File: src/rtl/fb_pixel_writer.sv
// Framebuffer write-port driver: clears the screen, then draws rasterised pixels.
// Optional double buffering via FB_DOUBLE_BUFFER_EN (adds a bank bit and display_bank_out).
module fb_pixel_writer #(
    parameter int WIDTH     = 1024,
    parameter int HEIGHT    = 720,
    parameter int TRIANGLES = 72,
    parameter int ADDR_W    = $clog2(WIDTH * HEIGHT)
) (
    input  logic              clk_in,
    input  logic              rst_in,
    input  logic              frame_start_in,
    input  logic [23:0]       clear_color_in,
    input  logic              tri_color_valid_in,
    input  logic [23:0]       tri_color_in,
    input  logic              pixel_valid_in,
    input  logic [19:0]       pixel_in,
    input  logic              last_in,
    output logic              ready_out,
    output logic              wr_en_out,
`ifdef FB_DOUBLE_BUFFER_EN
    output logic [ADDR_W:0]   wr_addr_out,
    output logic              display_bank_out,
`else
    output logic [ADDR_W-1:0] wr_addr_out,
`endif
    output logic [23:0]       wr_data_out,
    output logic              frame_done_out,
    output logic [19:0]       pixel_count_out,
    output logic              dropped_out
);

`ifdef FB_DOUBLE_BUFFER_EN
    localparam int OUT_AW = ADDR_W + 1;
`else
    localparam int OUT_AW = ADDR_W;
`endif
    localparam int TRI_W = $clog2(TRIANGLES + 1);
    localparam logic [TRI_W-1:0]  TRI_LIM   = TRI_W'(TRIANGLES);
    localparam logic [ADDR_W-1:0] LAST_ADDR = ADDR_W'(WIDTH * HEIGHT - 1);
    localparam logic [10:0]       X_LIM     = 11'(WIDTH);
    localparam logic [10:0]       Y_LIM     = 11'(HEIGHT);

    typedef enum logic [1:0] {IDLE, CLEAR, DRAW, DONE} state_t;

    state_t             state, state_n;
    logic [ADDR_W-1:0]  clr_addr, clr_addr_n;
    logic [23:0]        clear_color, clear_color_n;
    logic [23:0]        tri_color, tri_color_n;
    logic [TRI_W-1:0]   tri_cnt, tri_cnt_n;
    logic               last_q;
    logic               last_rise;
    logic               wr_en_n, ready_n, done_n, dropped_n;
    logic [OUT_AW-1:0]  wr_addr_n;
    logic [23:0]        wr_data_n;
    logic [19:0]        pix_cnt_n;
    logic [9:0]         px_x, px_y;
    logic               in_bounds;
    logic [ADDR_W-1:0]  pix_addr;
    logic [OUT_AW-1:0]  sweep_full, pix_full;

    assign px_x      = pixel_in[19:10];
    assign px_y      = pixel_in[9:0];
    assign in_bounds = ({1'b0, px_x} < X_LIM) && ({1'b0, px_y} < Y_LIM);
    assign pix_addr  = ADDR_W'(px_x) + ADDR_W'(px_y) * ADDR_W'(WIDTH);
    assign last_rise = last_in & ~last_q;

    // Writes always target the bank not being displayed
`ifdef FB_DOUBLE_BUFFER_EN
    assign sweep_full = {~display_bank_out, clr_addr};
    assign pix_full   = {~display_bank_out, pix_addr};
`else
    assign sweep_full = clr_addr;
    assign pix_full   = pix_addr;
`endif

    always_ff @(posedge clk_in or posedge rst_in) begin
        if (rst_in) state <= IDLE;
        else        state <= state_n;
    end

    always_comb begin
        state_n       = state;
        clr_addr_n    = clr_addr;
        clear_color_n = clear_color;
        tri_color_n   = tri_color_valid_in ? tri_color_in : tri_color;
        tri_cnt_n     = tri_cnt;
        wr_en_n       = 1'b0;
        wr_addr_n     = wr_addr_out;
        wr_data_n     = wr_data_out;
        pix_cnt_n     = pixel_count_out;
        dropped_n     = dropped_out;
        unique case (state)
            IDLE: begin
                if (frame_start_in) begin
                    clear_color_n = clear_color_in;
                    clr_addr_n    = '0;
                    tri_cnt_n     = '0;
                    pix_cnt_n     = '0;
                    dropped_n     = 1'b0;
                    state_n       = CLEAR;
                end else if (pixel_valid_in) begin
                    dropped_n = 1'b1;
                end
            end
            CLEAR: begin
                wr_en_n    = 1'b1;
                wr_addr_n  = sweep_full;
                wr_data_n  = clear_color;
                clr_addr_n = clr_addr + ADDR_W'(1);
                if (pixel_valid_in) dropped_n = 1'b1;
                if (clr_addr == LAST_ADDR) state_n = DRAW;
            end
            DRAW: begin
                if (pixel_valid_in) begin
                    if (in_bounds) begin
                        wr_en_n   = 1'b1;
                        wr_addr_n = pix_full;
                        wr_data_n = tri_color;
                        if (pixel_count_out != '1)
                            pix_cnt_n = pixel_count_out + 20'd1;
                    end else begin
                        dropped_n = 1'b1;
                    end
                end
                if (last_rise) begin
                    tri_cnt_n = tri_cnt + TRI_W'(1);
                    if (tri_cnt_n == TRI_LIM) state_n = DONE;
                end
            end
            DONE: begin
                if (pixel_valid_in) dropped_n = 1'b1;
                state_n = IDLE;
            end
            default: state_n = IDLE;
        endcase
        ready_n = (state_n == DRAW);
        done_n  = (state_n == DONE);
    end

    always_ff @(posedge clk_in or posedge rst_in) begin
        if (rst_in) begin
            clr_addr        <= '0;
            clear_color     <= '0;
            tri_color       <= '0;
            tri_cnt         <= '0;
            last_q          <= 1'b0;
            ready_out       <= 1'b0;
            wr_en_out       <= 1'b0;
            wr_addr_out     <= '0;
            wr_data_out     <= '0;
            frame_done_out  <= 1'b0;
            pixel_count_out <= '0;
            dropped_out     <= 1'b0;
        end else begin
            clr_addr        <= clr_addr_n;
            clear_color     <= clear_color_n;
            tri_color       <= tri_color_n;
            tri_cnt         <= tri_cnt_n;
            last_q          <= last_in;
            ready_out       <= ready_n;
            wr_en_out       <= wr_en_n;
            wr_addr_out     <= wr_addr_n;
            wr_data_out     <= wr_data_n;
            frame_done_out  <= done_n;
            pixel_count_out <= pix_cnt_n;
            dropped_out     <= dropped_n;
        end
    end

`ifdef FB_DOUBLE_BUFFER_EN
    always_ff @(posedge clk_in or posedge rst_in) begin
        if (rst_in)      display_bank_out <= 1'b0;
        else if (done_n) display_bank_out <= ~display_bank_out;
    end
`endif

endmodule

File: config.mk
export PLATFORM = sky130hd
export DESIGN_NAME = fb_pixel_writer
export DESIGN_NICKNAME = d
export VERILOG_FILES = /design/src/rtl/fb_pixel_writer.sv
export SDC_FILE = /design/constraint.sdc
export NUM_CORES = 1
export LEC_CHECK = 0
export CORE_AREA = 2 2 94 142
export DETAILED_ROUTE_END_ITERATION = 8
export DIE_AREA = 0 0 96 144
export GPL_TIMING_DRIVEN = 1
export PLACE_DENSITY = 0.93
export SLEW_MARGIN = 10
export SYNTH_ARGS = -nofsm -noshare
export SYNTH_HDL_FRONTEND = slang
export SYNTH_SLANG_ARGS = --single-unit
export TNS_END_PERCENT = 5
File: constraint.sdc
create_clock -name clk_in -period 13.1 [get_ports clk_in]
set_clock_uncertainty 0.15 [all_clocks]
set_input_delay 2.62 -clock clk_in [delete_from_list [all_inputs] [get_ports clk_in]]
set_output_delay 2.62 -clock clk_in [all_outputs]
set_load 0.05 [all_outputs]
Word level (Yosys, flattened, before mapping) --
Index checks and enable logic that the tools add are counted.
Storage, ports and cells: register bits 146, bits in latches 0, memory bits (writable) 0, bits in read-only memories 0, input bits 74, output and inout port bits 68, memories kept 0
Cells by class: $add $sub $neg 4, multipliers 0, div/mod/pow operators 0, $lt $le $gt $ge 1, equal/unequal tests 14, shifts and indexed selects 0, mux-type cells 28, bitwise logic cells 2, reductions and logical operators 11
Operators by type and width (count):
- $mux W20 | 6
- $pmux W20 S2 | 3
- $mux W24 | 2
- $pmux W24 S2 | 1
- $add A20 B1 Y20 const B | 2
- $add A10 B20 Y20 | 1
- $eq A20 B20 Y1 const B | 1
- $ne A20 B20 Y1 const B | 1
- $mux W7 | 2
- $pmux W7 S2 | 1
- $ne A2 B2 Y1 const B | 6
- $lt A10 B10 Y1 const B | 1
- $eq A2 B2 Y1 const B | 4
- $mux W2 | 4
- $pmux W2 S4 | 1
- $add A7 B1 Y7 const B | 1
- $eq A7 B7 Y1 const B | 1
- $mux W1 | 6
- $reduce_and A2 Y1 | 3
- $reduce_and A3 Y1 | 2
- $reduce_bool A2 Y1 | 3
- $reduce_and A5 Y1 | 1
- $pmux W1 S3 | 1
- $eq A2 B1 Y1 const B | 1
- other kinds (5) | 5

Depth between registers and ports, before layout --
depth after elaboration 6, mapped depth 9

Least setup slack after synthesis --
No wires, ideal clock.
kind input to register, from input port pixel_in[4], to register wr_addr_out[0], setup time 0.137 ns, data arrival time 4.048 ns, data required time 12.813 ns, setup slack 8.765 ns, stages on the path 6, path through o211a_1 -> o21a_1 -> o2bb2ai_1 -> clkbuf_1 -> clkbuf_1 -> a21oi_1
On the way: longest elaborated chain between the ends 3
RTL lines:
- from (decl) | line 16 | input logic [19:0] pixel_in,
- $lt A10 B10 Y1 | line 63 | assign in_bounds = ({1'b0, px_x} < X_LIM) && ({1'b0, px_y} < Y_LIM);
- $ne A2 B2 Y1 (no source line)
- $reduce_and A3 Y1 (no source line)
- to (signal assigned) | line 162 | wr_addr_out <= wr_addr_n;
- to (decl) | line 24 | output logic [ADDR_W-1:0] wr_addr_out,
Every way passes these cells. A chain may end at the register's enable or synchronous reset.

Worst setup path in the final report --
from input port frame_start_in, to register clr_addr[11]
On the way: longest elaborated chain between the ends 2
RTL lines:
- from (decl) | line 11 | input logic frame_start_in,
- $ne A2 B2 Y1 (no source line)
- $reduce_and A2 Y1 (no source line)
- to (signal assigned) | line 155 | clr_addr <= clr_addr_n;
- to (decl) | line 46 | logic [ADDR_W-1:0] clr_addr, clr_addr_n;
Every way passes these cells.

==> impl_metrics.tcl <==
set metrics [dict create \
    status "finished clean" \
    synthAdderAreaFrac_pct 1.29 \
    wl_mm 17.2 \
    syn_inst 632 \
    syn_to_final_growth_pct 31.2 \
    ctsRootBufferMaster "clkbuf_16" \
    crit_arrival_ps 5140 \
    n_antenna_cell 0 \
    yosys.cell_count.top_type "dfrtp_1" \
    cts_num_sinks 146 \
    gp_congestion 0.830 \
    hold_viol 0 \
    crit_top_cell "nor2_1" \
    clkLatencyLatePin_ps 410 \
    cpLargestDelayFamily "simple AND/OR/NAND/NOR gates" \
    synthTopCellsByCount "146 x dfrtp_1, 67 x nor2_1, 57 x a21oi_1, 50 x mux2_2, 47 x mux2i_1" \
    yosysTopAreaCell "dfrtp_1" \
    ys_seq_area_share_pct 53.7 \
    crit_chain "clkdlybuf4s50_1, nand2_1, nor2_1, nor2_1" \
    finalWorstSetupSlack_ps 8060 \
    dp_cells 902 \
    critPathMaxFanout 25 \
    final_util_pct 70.4 \
    ioPinCount 142 \
    vias_per_cell 6.01 \
    cp-startpoint "frame_start_in" \
    crit-reg2reg-launch "state[0]$_DFF_PP0_" \
    syn_avg_cell_area_sq_um 10.8 \
    wl_per_cell_um 18.5 \
    dp_hpwl_mm 11.7 \
    yosys.area_share.simple_pct 14.4 \
    core_area_sq_mm 0.0127 \
    crit_slowest_cell "nor2_1" \
    start_util_pct 53.6 \
    timing.final.crit_period_ps 5040 \
    die_width_um 96 \
    cts_resized 0 \
    min-delay-start "clear_color[19]$_DFFE_PP0P_" \
    grt_pass1_wl_mm 27.8 \
    synth_nets 713 \
    whs_ps 356 \
    critPathKind "in2reg" \
    max_slew_margin_pct 24.9 \
    synth_compound_area_share_pct 11.0 \
    placementRows 51 \
    fin_cells 934 \
    drt_iter0_drc 382 \
    cts_max_path_buffers 2 \
    synth-seq-cells 146 \
    cts_buffers 17 \
    synth_edf_count 0 \
    ctsHtreeMaxLevel 4 \
    synth.cell_area_sq_mm 0.00681 \
    antenna_left 0 \
    period_share_pct 38.5 \
    critical-path-max-stage-delay_ps 1100 \
    cap_viol_max_count 0 \
    drv_slew 0 \
    vdd_ir_drop_max_v 0.0000829 \
    crit_required_ps 13200 \
    first_pass_iters 5 \
    drive_gt1_share_pct 11.7 \
    path_clk_slew_ps 60 \
    grtUsageTotal_pct 25.9 \
    setup_viol 0 \
    synth_top_family_by_area "multiplexers" \
    final_nets 843 \
    dpl_worst_slack_ps 7640 \
    power_density_mw_per_mm2 111 \
    crit_buf_inv 1 \
    muxShareOfSynthArea_pct 15.2 \
    rsz0062_at_grt "no" \
    synthArstFlopShare_pct 100 \
    reg2reg_slack_ps 9140 \
    synth.distinct_cells 50 \
    synthFlopType "dfrtp_1" \
    vias 5613 \
    cp-start-kind "input pin" \
    synthXorXnorAreaFrac_pct 1.80 \
    yosysWarnings 0 \
    worst_setup_path_end_kind "flop" \
    synthTopCellsByArea "dfrtp_1 54%, mux2_2 8.3%, mux2i_1 6.9%" \
    grt_max_degree 80 \
    postCtsSetupRepairBufs 0 \
    die_h_um 144 \
    grt-ovfl-total 0 \
    grt_pass1_vias 5713 \
    drcViolationCount 0 \
    max_freq_mhz 198 \
    worst_pin_slew_ps 1120 \
    setup_tns_ps 0 \
    synth_top_area_share_pct 53.7 \
    hold_class "reg2reg" \
    leakagePower_uw 0.00384 \
    portBuffers 141 \
    antenna_found_initial 0 \
    hold_buffers 0 \
    cts_tree "done" \
    dieArea_sq_mm 0.0138 \
]
## cell usage in the layout (no fill, tap or decap), types with 6 or more instances in the layout
cell type	netlist	final
nand2_1	39	39
o311ai_0	6	6
mux2i_1	47	47
and3_1	8	8
dfrtp_1	146	146
o31ai_1	6	6
clkbuf_16	0	17
nor3_1	14	14
ha_1	7	6
nand4_1	11	11
nor4_1	7	7
mux2_2	50	50
nand3_1	21	21
or3_1	12	12
o21ai_0	21	21
xnor2_1	9	9
inv_1	13	12
clkdlybuf4s50_1	0	140
nor2_1	67	67
a21oi_1	57	57
## sequential cells by signal, summed over array words and instances (netlist names)
name and cells:
clear_color 24, tri_color 24, wr_data_out 24, clr_addr 20
pixel_count_out 20, wr_addr_out 20, tri_cnt 7, state 2
dropped_out 1, frame_done_out 1, last_q 1, ready_out 1
wr_en_out 1
## path summary, 6_finish.rpt
check | to | cells after the start
worst min-delay path | clear_color[19]$_DFFE_PP0P_ | 1
worst max-delay path | clr_addr[11]$_DFFE_PP0P_ | 4
worst min register to register | clear_color[19]$_DFFE_PP0P_ | 1
worst max register to register | pixel_count_out[17]$_DFFE_PP0P_ | 8
min in group asynchronous | wr_addr_out[12]$_DFFE_PP0P_ | 2
max in group asynchronous | clear_color[3]$_DFFE_PP0P_ | 3
## worst reg2reg max path, delay by kind of cell (launching register included)
kind,cells,cell delay [ps]
AOI/OAI and AO/OA,3,1100
adders and majority gates,1,150
buffers and inverters,2,1010
DFF,1,440
muxes,1,450
and+or+nand+nor,1,570
## layer usage
layer  GRT usage (%)  vias up  wire length, um
li1                -     2541                -
met1            30.7     2766             6540
met2            46.5      264             9360
met3            4.48       42              925
met4            8.87        0              420
met5               0        -                0
## cells by family (layout without fill, tap and decap cells)
logic type | Yosys count | after routing
AOI/OAI and AO/OA | 122 | 122
muxes | 97 | 97
DFF | 146 | 146
buffers and inverters | 46 | 189
and+or+nand+nor | 200 | 200
adders and majority gates | 7 | 7
xor gates and xnor gates | 14 | 14
## area by class of cell
class / instances / area [sq um]
flip-flops and latches: 146 / 3650
clock buffers: 19 / 443
multi-input cells: 440 / 3010
clock inverters: 13 / 150
inverters: 13 / 53.8
repair buffers: 144 / 1430
fillers: 856 / 3760
well taps: 159 / 199
## power breakdown
part / internal [uW] / switching (uW)
clock network: 289 / 196
logic: 27.2 / 20.1
registers: 459 / 4.87
total: 775 / 221
## per-stage QoR
stage	cell area (sq um)	power, uW
4_1_cts	8940	999
2_1_floorplan	6810	490
3_3_place_gp	8350	517
5_1_grt	8930	1020
3_5_place_dp	8350	520
6_report	8930	995
Note: power is estimated with default switching activity, not from simulation.
